$ cat config.mk
export PLATFORM = sky130hd
export DESIGN_NAME = vxe_txnreq_encoder_flat
export DESIGN_NICKNAME = d
export VERILOG_FILES = /design/src/rtl/vxe_txnreq_if.sv /design/src/rtl/vxe_txnreq_encoder.sv /design/src/flat_wrapper.sv
export SDC_FILE = /design/constraint.sdc
export NUM_CORES = 1
export LEC_CHECK = 0
export CAP_MARGIN = 30
export CORE_MARGIN = 2
export CORE_UTILIZATION = 55
export CTS_CLUSTER_DIAMETER = 150
export DETAILED_ROUTE_END_ITERATION = 7
export GPL_TIMING_DRIVEN = 0
export PLACE_DENSITY = 0.92
export SLEW_MARGIN = 20
export SYNTH_ARGS = -nofsm -noshare
export SYNTH_HDL_FRONTEND = slang
export SYNTH_SLANG_ARGS = --single-unit
$ cat constraint.sdc
create_clock -name clk -period 16.25 [get_ports clk]
set_input_delay 4.0625 -clock clk [delete_from_list [all_inputs] [get_ports clk]]
set_output_delay 4.0625 -clock clk [all_outputs]
set_load 0.005 [all_outputs]
$ cat src/rtl/vxe_txnreq_if.sv
// Client request and packed request-vector signals for the VxE request encoder.
// The slave modport is the encoder's view; the master modport is its user's view.
interface vxe_txnreq_if #(
    parameter int unsigned DEPTH_POW2 = 2
);
    logic                  i_valid;
    logic                  o_ready;
    logic [5:0]            i_txnid;
    logic                  i_rnw;
    logic [36:0]           i_addr;
    logic [63:0]           i_data;
    logic [7:0]            i_ben;
    logic                  o_req_vec_valid;
    logic                  i_req_vec_ready;
    logic [43:0]           o_req_vec_txn;
    logic [71:0]           o_req_vec_dat;
    logic [DEPTH_POW2:0]   o_count;
    logic                  o_busy;

    modport slave (
        input  i_valid, i_txnid, i_rnw, i_addr, i_data, i_ben, i_req_vec_ready,
        output o_ready, o_req_vec_valid, o_req_vec_txn, o_req_vec_dat, o_count, o_busy
    );

    modport master (
        output i_valid, i_txnid, i_rnw, i_addr, i_data, i_ben, i_req_vec_ready,
        input  o_ready, o_req_vec_valid, o_req_vec_txn, o_req_vec_dat, o_count, o_busy
    );
endinterface

$ cat src/rtl/vxe_txnreq_encoder.sv
// Packs client memory requests into VxE txn/data vectors and queues them in a
// small FIFO that decouples client backpressure from fabric backpressure.
module vxe_txnreq_encoder #(
    parameter int unsigned DEPTH_POW2 = 2
) (
    input  logic         clk,
    input  logic         rst,
    vxe_txnreq_if.slave  bus
);
    localparam int unsigned DEPTH = 1 << DEPTH_POW2;
    localparam int unsigned PW    = DEPTH_POW2;
    localparam int unsigned CW    = DEPTH_POW2 + 1;
    localparam int unsigned TXN_W = 44;
    localparam int unsigned DAT_W = 72;

    typedef struct packed {
        logic [TXN_W-1:0] txn;
        logic [DAT_W-1:0] dat;
    } entry_t;

    entry_t          r_mem [DEPTH];
    logic [PW-1:0]   r_wr_ptr;
    logic [PW-1:0]   r_rd_ptr;
    logic [CW-1:0]   r_count;

    logic            w_push;
    logic            w_pop;
    logic            w_full;
    logic            w_nonempty;
    entry_t          w_entry;

    assign w_full     = (r_count == CW'(DEPTH));
    assign w_nonempty = (r_count != '0);
    assign w_pop      = w_nonempty && bus.i_req_vec_ready;
    assign w_push     = bus.i_valid && bus.o_ready;

    // Reads carry no payload: data and byte enables are zeroed regardless of inputs.
    assign w_entry.txn = {bus.i_txnid, bus.i_rnw, bus.i_addr};
    assign w_entry.dat = bus.i_rnw ? DAT_W'(0) : {bus.i_ben, bus.i_data};

    // A full FIFO still accepts when the head leaves in the same cycle.
    assign bus.o_ready         = !w_full || w_pop;
    assign bus.o_req_vec_valid = w_nonempty;
    assign bus.o_busy          = w_nonempty;
    assign bus.o_count         = r_count;
    assign bus.o_req_vec_txn   = r_mem[r_rd_ptr].txn;
    assign bus.o_req_vec_dat   = r_mem[r_rd_ptr].dat;

    always_ff @(posedge clk) begin
        if (rst) begin
            r_wr_ptr <= '0;
            r_rd_ptr <= '0;
            r_count  <= '0;
        end else begin
            if (w_push) begin
                r_wr_ptr <= r_wr_ptr + PW'(1);
            end
            if (w_pop) begin
                r_rd_ptr <= r_rd_ptr + PW'(1);
            end
            case ({w_push, w_pop})
                2'b10:   r_count <= r_count + CW'(1);
                2'b01:   r_count <= r_count - CW'(1);
                default: r_count <= r_count;
            endcase
        end
    end

    // Storage is intentionally not reset; the head is don't-care while empty.
    always_ff @(posedge clk) begin
        if (w_push && !rst) begin
            r_mem[r_wr_ptr] <= w_entry;
        end
    end

    a_count_max: assert property (@(posedge clk) disable iff (rst) r_count <= CW'(DEPTH));
    a_no_empty_pop: assert property (@(posedge clk) disable iff (rst) !(w_pop && r_count == '0));
endmodule

$ cat src/flat_wrapper.sv
// flat-port wrapper written by rule: the top's interface ports become plain ports
module vxe_txnreq_encoder_flat 
#(
    parameter int unsigned DEPTH_POW2 = 2
)
  (clk, rst, bus_i_valid, bus_i_txnid, bus_i_rnw, bus_i_addr, bus_i_data, bus_i_ben, bus_i_req_vec_ready, bus_o_ready, bus_o_req_vec_valid, bus_o_req_vec_txn, bus_o_req_vec_dat, bus_o_count, bus_o_busy);
  vxe_txnreq_if #(.DEPTH_POW2(DEPTH_POW2)) bus_i ();
  input  logic clk;
  input  logic rst;
  input wire logic [$bits(bus_i.i_valid)-1:0] bus_i_valid;
  input wire logic [$bits(bus_i.i_txnid)-1:0] bus_i_txnid;
  input wire logic [$bits(bus_i.i_rnw)-1:0] bus_i_rnw;
  input wire logic [$bits(bus_i.i_addr)-1:0] bus_i_addr;
  input wire logic [$bits(bus_i.i_data)-1:0] bus_i_data;
  input wire logic [$bits(bus_i.i_ben)-1:0] bus_i_ben;
  input wire logic [$bits(bus_i.i_req_vec_ready)-1:0] bus_i_req_vec_ready;
  output wire logic [$bits(bus_i.o_ready)-1:0] bus_o_ready;
  output wire logic [$bits(bus_i.o_req_vec_valid)-1:0] bus_o_req_vec_valid;
  output wire logic [$bits(bus_i.o_req_vec_txn)-1:0] bus_o_req_vec_txn;
  output wire logic [$bits(bus_i.o_req_vec_dat)-1:0] bus_o_req_vec_dat;
  output wire logic [$bits(bus_i.o_count)-1:0] bus_o_count;
  output wire logic [$bits(bus_i.o_busy)-1:0] bus_o_busy;
  assign bus_i.i_valid = bus_i_valid;
  assign bus_i.i_txnid = bus_i_txnid;
  assign bus_i.i_rnw = bus_i_rnw;
  assign bus_i.i_addr = bus_i_addr;
  assign bus_i.i_data = bus_i_data;
  assign bus_i.i_ben = bus_i_ben;
  assign bus_i.i_req_vec_ready = bus_i_req_vec_ready;
  assign bus_o_ready = bus_i.o_ready;
  assign bus_o_req_vec_valid = bus_i.o_req_vec_valid;
  assign bus_o_req_vec_txn = bus_i.o_req_vec_txn;
  assign bus_o_req_vec_dat = bus_i.o_req_vec_dat;
  assign bus_o_count = bus_i.o_count;
  assign bus_o_busy = bus_i.o_busy;
  vxe_txnreq_encoder #(.DEPTH_POW2(DEPTH_POW2)) u_core (.clk(clk), .rst(rst), .bus(bus_i));
endmodule
* Yosys cells after proc, flatten, opt, wreduce, memory -nomap -nowiden
Memory sizes are Yosys's and may differ from the RTL's. A register that Yosys moved wholly into a read port is not among the register bits.
Cells that the tools add are included.
** Word-level totals
- Flip-flop bits (word level) :: 7
- Latch bits :: 0
- Memory bits (writable) :: 464
- Bits in read-only memories :: 0
- Input bits :: 120
- Output and inout bits :: 122
- Logic and storage cells :: 25
- Memories :: 1
** Cells by class
- Add/sub/neg operators :: 4
- Multipliers :: 0
- Div/mod/pow operators :: 0
- Magnitude comparators :: 0
- Eq/ne operators :: 3
- Shifts and indexed selects :: 0
- Multiplexer cells :: 6
- Bitwise logic cells :: 0
- Reduce and logical (&&, ||, !) cells :: 8
** Memory list
- u_core.r_mem :: words 4, width 116, rd ports 1, clocked after memory_dff 1, wr ports 1, RTL line vxe_txnreq_encoder.sv:21 : entry_t r_mem [DEPTH];
** Operators by type and width (number)
- $mux 72 :: 1
- $pmux 3 s2 :: 1
- $add 2x1->2 const B :: 2
- $mux 2 :: 2
- $add 3x1->3 const B :: 1
- $eq 3x3->1 const B :: 1
- $logic_and 1x1->1 :: 3
- $reduce_bool 3->1 :: 1
- $sub 3x1->3 const B :: 1
- $eq 2x1->1 const B :: 1
- $eq 2x2->1 const B :: 1
- $logic_not 1->1 :: 2
- $mux 1 :: 2
- $reduce_bool 2->1 :: 1
- $logic_or 1x1->1 :: 1

* Depth between registers and ports, before layout
- Depth in word-level cells :: 7
- Depth in mapped cells :: 9

* Worst setup path before layout
Ideal clock, no wire load.
- Kind :: input to register
- Start :: input port bus_i_req_vec_ready
- End :: memory u_core.r_mem[0][0] (netlist name), enable pin
- Arrival :: 12.783 ns
- Data required time :: 15.493 ns
- Path slack :: 2.710 ns
- Stages :: 4
- Cells stage by stage :: or4b_4 -> and2_4 -> inv_2 -> nor3b_1
** On the way
- Longest elaborated chain between the ends :: 6
** RTL lines
- start: declaration :: RTL line flat_wrapper.sv:16 : input wire logic [$bits(bus_i.i_req_vec_ready)-1:0] bus_i_req_vec_ready;
- $logic_and 1x1->1 :: RTL line vxe_txnreq_encoder.sv:34 : assign w_pop = w_nonempty && bus.i_req_vec_ready;
- $logic_or 1x1->1 :: RTL line vxe_txnreq_encoder.sv:42 : assign bus.o_ready = !w_full || w_pop;
- $logic_and 1x1->1 :: RTL line vxe_txnreq_encoder.sv:35 : assign w_push = bus.i_valid && bus.o_ready;
- $logic_and 1x1->1 :: RTL line vxe_txnreq_encoder.sv:71 : if (w_push && !rst) begin
- $mux 1 :: RTL line vxe_txnreq_encoder.sv:71
- $mux 1 (not written as such) :: RTL line vxe_txnreq_encoder.sv:72 : r_mem[r_wr_ptr] <= w_entry;
- end: declaration :: RTL line vxe_txnreq_encoder.sv:21
Every way passes these cells.

* Worst setup path after layout
- Start :: input port bus_i_req_vec_ready
- End :: output port bus_o_ready
** On the way
- Longest elaborated chain between the ends :: 2
** RTL lines
- $logic_and 1x1->1 :: RTL line vxe_txnreq_encoder.sv:34
- $logic_or 1x1->1 :: RTL line vxe_txnreq_encoder.sv:42
- end: declaration :: RTL line flat_wrapper.sv:17 : output wire logic [$bits(bus_i.o_ready)-1:0] bus_o_ready;
Every way passes these cells.

==> flow_metrics.py <==
metrics = {
    "floorplanning": {
        "coreArea_um2": 31640,
        "ios": 242,
        "die_h_um": 183.3,
        "rows": 65,
        "die_area_um2": 33590,
        "die_w_um": 183.3,
        "initial_core_util_pct": 55.87,
    },
    "setup_path": {
        "worstPathArrival_ns": 5.50,
        "startpoint_type": "primary input",
        "r2r_end": "u_core.r_mem[0][93]",
        "r2r_start": "u_core.bus.o_count[0]",
        "r2r_cells": 9,
        "regToRegSetupSlack_ns": 13.23,
        "crit_fanout": 4,
        "setup.worst_path.class": "in2out",
        "required_ns": 12.19,
        "endpoint_kind": "primary output",
    },
    "power": {
        "power_switching_mw": 0.6878,
        "combPwrFrac_pct": 20.6,
        "peakVddDrop_mv": 0.1042,
        "p_clk_share_pct": 33.6,
        "p_total_mw": 3.083,
        "p_int_mw": 2.396,
        "leakagePower_nw": 7.356,
        "swShare_pct": 22.31,
        "powerDensity_nw_per_um2": 136.2,
        "p_seq_share_pct": 45.7,
    },
    "synthesis": {
        "yosysTopAreaCell": "edfxtp_1",
        "synthMuxAreaShare_pct": 14.78,
        "synth.top_cells.by_area": "edfxtp_1 (79%), mux4_2 (15%), nor2b_1 (2.5%)",
        "synth_top_family_by_area": "multiplexers",
        "synth_adder_area_share_pct": 0.4672,
        "synth_simple_gate_area_share_pct": 3.186,
        "synth_top_flop_cell": "edfxtp_1",
        "synth_edf_count": 464,
        "syn_nets": 864,
        "yosysTopAreaCellShare_pct": 78.83,
        "netlist_instances": 738,
        "synth_async_sr_flop_share_pct": 0,
        "mappedNetlistArea_um2": 17670,
        "avgSynthCellArea_um2": 23.95,
        "ys_seq_elements": 473,
        "yosysWarnings": 0,
        "synth-compound-area-share_pct": 0.2902,
        "seq_area_frac_synth_pct": 79.85,
        "synth_xor_area_share_pct": 0.1982,
        "yosysUniqueCellTypes": 29,
    },
    "global_route": {
        "antenna_found_initial": 2,
        "grt_pass1_vias": 9249,
        "grt_pass1_wl_um": 54170,
        "grt_max_degree": 15,
        "grt_use_total_pct": 21.72,
        "grt_overflow": 0,
    },
    "sta": {
        "fmaxAchievable_mhz": 104.5,
        "relSlewSlack_pct": 45.81,
        "worst_slew_pin_slew_ns": 0.8093,
        "setup_viol": 0,
        "post-route-period-util_pct": 58.87,
        "hold_viol": 0,
        "rsz0062_at_grt": "no",
        "slew_viol_final": 0,
        "fin_skew_ns": 0.02127,
        "fin_ws_ns": 6.684,
        "period_needed_ns": 9.566,
    },
    "cts": {
        "insertion_delay_ns": 0.54,
        "cts_sinks": 473,
        "path_clk_slew_ns": 0.06,
        "cts_resized": 0,
        "cts_max_level": 2,
        "cts_hold_buf": 0,
        "cts_root_buf": "clkbuf_16",
        "postCtsSetupBuffers": 0,
        "cts_tree": "done",
        "cts_buffers": 46,
        "cts_buffer_depth": 3,
    },
    "routing": {
        "drcViolationCount": 0,
        "drtPass1Iterations": 5,
        "drt-initial-drc-count": 690,
        "postRouteAntennaNets": 0,
        "routedWlPerCell_um": 23.69,
        "vias_per_cell": 5.670,
        "wl_um": 36150,
        "vias": 8652,
    },
    "layout": {
        "drive_gt1_share_pct": 23.86,
        "final_nets": 1214,
        "area_growth_pct": 28.08,
        "layout_common_cells": "edfxtp_1 (464), clkdlybuf4s50_1 (241), mux4_2 (116)",
        "layout_commonest_cell": "edfxtp_1",
        "finalInstanceArea_um2": 22640,
        "final_cells": 1526,
    },
    "min_path": {
        "hold_path.class": "reg2reg",
        "whs_path_depth": 2,
        "hold_path_startpoint": "u_core.r_wr_ptr[0]",
        "hold-path-endpoint": "u_core.r_wr_ptr[0]",
    },
    "run_status": {
        "outcome": "completed",
    },
    "placement": {
        "io_buffers": 241,
        "place.gp.congestion": 0.7114,
        "place_ws_ns": 6.683,
        "post-dp-hpwl_um": 25410,
        "postPlaceCellArea_um2": 21150,
        "placed_cells": 1442,
    },
    "flow_run": {
        "maxCapViolations": 0,
    },
}
[synthesized netlist by cell type (2+ instances only)]
master and count:
a21oi_1 2, buf_2 14, buf_6 5, clkbuf_1 16, dfxtp_1 9, edfxtp_1 464
ha_1 5, inv_1 5, mux4_2 116, nor2_1 7, nor2b_1 72, nor3b_1 4
xor2_1 3
[per-layer routing]
| metal | up-vias | wire length [um] | GRT usage (%) |
|---|---|---|---|
| li1 | 3772 | - | - |
| met1 | 4505 | 13850 | 27.32 |
| met2 | 319 | 19030 | 38.64 |
| met3 | 54 | 2605 | 5.222 |
| met4 | 2 | 653 | 4.864 |
| met5 | - | 13 | 0 |
[cells by family (layout without fill, tap and decap cells)]
logic type / count (synthesis) / after routing
other: 0 / 1
adder cells (fa/ha/maj): 6 / 6
AND/OR/NAND/NOR: 90 / 90
buffers and inverters: 42 / 427
XOR/XNOR: 4 / 4
flip-flops: 473 / 473
multiplexers: 116 / 116
AO/OA/AOI/OAI: 7 / 7
[per-stage QoR]
step	utilization (%)	TNS (ns)	hold slack [ns]
detailed placement	66.85	0	0.5258
global placement	65.08	-1838.01	0.5072
floorplan	-	0	0.4847
finish	71.55	0	0.5518
global route	71.54	0	0.5822
CTS	71.54	0	0.5513
[layout make-up]
| class | instances | area [um^2] |
|---|---|---|
| flip-flops and latches | 473 | 14110 |
| clock buffers | 64 | 1292 |
| fillers | 1800 | 9000 |
| clock inverters | 19 | 191.4 |
| multi-input cells | 223 | 3364 |
| diodes | 1 | 2.502 |
| well taps | 402 | 503.0 |
| inverters | 6 | 22.52 |
| repair buffers | 302 | 2953 |
| plain buffers | 36 | 193.9 |
[flip-flops by register name (all words and copies together) (netlist names), named ones only]
register            flops
u_core.bus.o_count      3
u_core.r_mem          464
u_core.r_rd_ptr         2
u_core.r_wr_ptr         2
[worst max-delay path, cell delays in order]
cell and delay [ns]:
clkdlybuf4s50_1 0.45, or4b_4 0.52, clkdlybuf4s50_1 0.47
[how the worst max path moves through the flow]
stage	end	cells after the start	startpoint	slack, ns
after detailed placement	bus_o_ready	3	bus_i_req_vec_ready	6.68
after CTS	bus_o_ready	3	bus_i_req_vec_ready	6.68
final	bus_o_ready	3	bus_i_req_vec_ready	6.68
after global routing	bus_o_ready	3	bus_i_req_vec_ready	6.65
after floorplan	u_core.r_mem[0][0]	4	bus_i_req_vec_ready	2.71
after global placement	u_core.r_mem[0][78]	5	bus_i_req_vec_ready	-4.19
[power by group through the flow]
stage	logic, mW	registers, mW	clock network [mW]
floorplan	0.323	1.44	0
global placement	0.620	1.46	0
detailed placement	0.645	1.44	0
CTS	0.650	1.41	1.06
global route	0.681	1.41	1.10
finish	0.636	1.41	1.04
Power figures use the tool's default switching activity.
==> variant, RTL diff (same flow settings) <==
`DEPTH_POW2` is set to 2 in 3 places; all go to 1.
--- a/src/rtl/vxe_txnreq_if.sv
+++ b/src/rtl/vxe_txnreq_if.sv
@@ -1,7 +1,7 @@
 // Client request and packed request-vector signals for the VxE request encoder.
 // The slave modport is the encoder's view; the master modport is its user's view.
 interface vxe_txnreq_if #(
-    parameter int unsigned DEPTH_POW2 = 2
+    parameter int unsigned DEPTH_POW2 = 1
 );
     logic                  i_valid;
     logic                  o_ready;
--- a/src/rtl/vxe_txnreq_encoder.sv
+++ b/src/rtl/vxe_txnreq_encoder.sv
@@ -1,7 +1,7 @@
 // Packs client memory requests into VxE txn/data vectors and queues them in a
 // small FIFO that decouples client backpressure from fabric backpressure.
 module vxe_txnreq_encoder #(
-    parameter int unsigned DEPTH_POW2 = 2
+    parameter int unsigned DEPTH_POW2 = 1
 ) (
     input  logic         clk,
     input  logic         rst,
--- a/src/flat_wrapper.sv
+++ b/src/flat_wrapper.sv
@@ -1,7 +1,7 @@
 // flat-port wrapper written by rule: the top's interface ports become plain ports
 module vxe_txnreq_encoder_flat 
 #(
-    parameter int unsigned DEPTH_POW2 = 2
+    parameter int unsigned DEPTH_POW2 = 1
 )
   (clk, rst, bus_i_valid, bus_i_txnid, bus_i_rnw, bus_i_addr, bus_i_data, bus_i_ben, bus_i_req_vec_ready, bus_o_ready, bus_o_req_vec_valid, bus_o_req_vec_txn, bus_o_req_vec_dat, bus_o_count, bus_o_busy);
   vxe_txnreq_if #(.DEPTH_POW2(DEPTH_POW2)) bus_i ();
Interface: changed (resized bus_o_count); port bits go from 242 to 241. No check against the original RTL was run, so the function may have changed too.
==> variant against the original RTL <==
Area after synthesis fell by 49%. Worst setup slack improved by 0.11 ns. First-iteration DRC count shrank 61%. Count of clock-buffer cells in the layout down 33. Global-route usage is 0.67 points higher. Combinational power decreased by 30%. Sequential cell count fell by 236. Hold slack worse by 0.025 ns. Final area decreased by 44%. Total power down 46%. Die area decreased by 48%. Routed wire length is 45% lower. Sequential share of layout area is 6.8 points lower.
==> variant: results (changes against the original RTL) <==
metric;value;unit;change
synth_compound_area_frac;0.001925;;-0.0009778
fin_worst_skew;0.007353;ns;-0.01392 ns
synth_edf_count;232;;-50%
avgRoutedWirePerCell;20.08;µm;-15%
grtUsageMet1;0.2658;;-0.007315
worst_pin_slew;0.6789;ns;-0.1305 ns
dp_slack;6.805;ns;+0.1220 ns
largest_register_ff_count;232;;-50%
place_inst;952;;-34%
p_leak;4.347;nW;-41%
cp_data_arrival_time;5.39;ns;-0.11 ns
drive_above_1_share;0.2465;;+0.007805
nets;879;;-28%
synth_common_cells;edfxtp_1, mux2_2, nor2b_1, clkbuf_1, buf_2;;
crit_fanout;2;;-2
status;completed;;
wl_met2;10310;µm;-46%
grt_start_max_net_pins;14;;-1
max_stage_delay;0.46;ns;-0.06 ns
netlist_top_cells_area;edfxtp_1, mux2_2, nor2b_1;;
grt_pass1_wl;30300;µm;-44%
grt_antenna_before_repair;0;;-2
swShare;0.2356;;+0.01258
htree_num_levels;1;;-1
instances_no_fill;995;;-35%
cts_buffers;24;;-48%
placed_area;0.01202;mm²;-43%
synthCells;467;;-37%
routed-wl-met3;1404;µm;-46%
grt_pass1_vias;5586;;-40%
syn_nets;588;;-32%
top_layer;met4;;
## variant: cell type report
type,instances,area share
flip-flops and latches,237,0.5557
repair buffers,265,0.2067
multi-input cells,207,0.1500
clock buffers,31,0.05097
well taps,220,0.02165
plain buffers,23,0.01082
clock inverters,12,0.004133
## variant: path summary, 6_finish.rpt
path	startpoint	end	slack (ns)	cells past startpoint
worst min register to register	u_core.r_rd_ptr	register	0.53	2
worst max-delay path	bus_i_req_vec_ready	bus_o_ready	6.79	3
worst max register to register	u_core.bus.o_count[0]	u_core.r_mem[1][14]	13.78	7
worst min-delay path	u_core.r_rd_ptr	register	0.53	2
## variant: cells by family after synthesis
family          after synthesis
flops                       237
mux                         117
simple gates                 83
buf+inv                      23
compound gates                3
xor+xnor                      3
fa+ha+maj                     1
## variant: power groups by stage
stage,combinational (mW),sequential (mW),clock (mW)
final,0.443,0.731,0.494
after global routing,0.470,0.734,0.523
after CTS,0.449,0.731,0.502
after detailed placement,0.442,0.743,0
after global placement,0.421,0.756,0
after floorplan,0.202,0.749,0
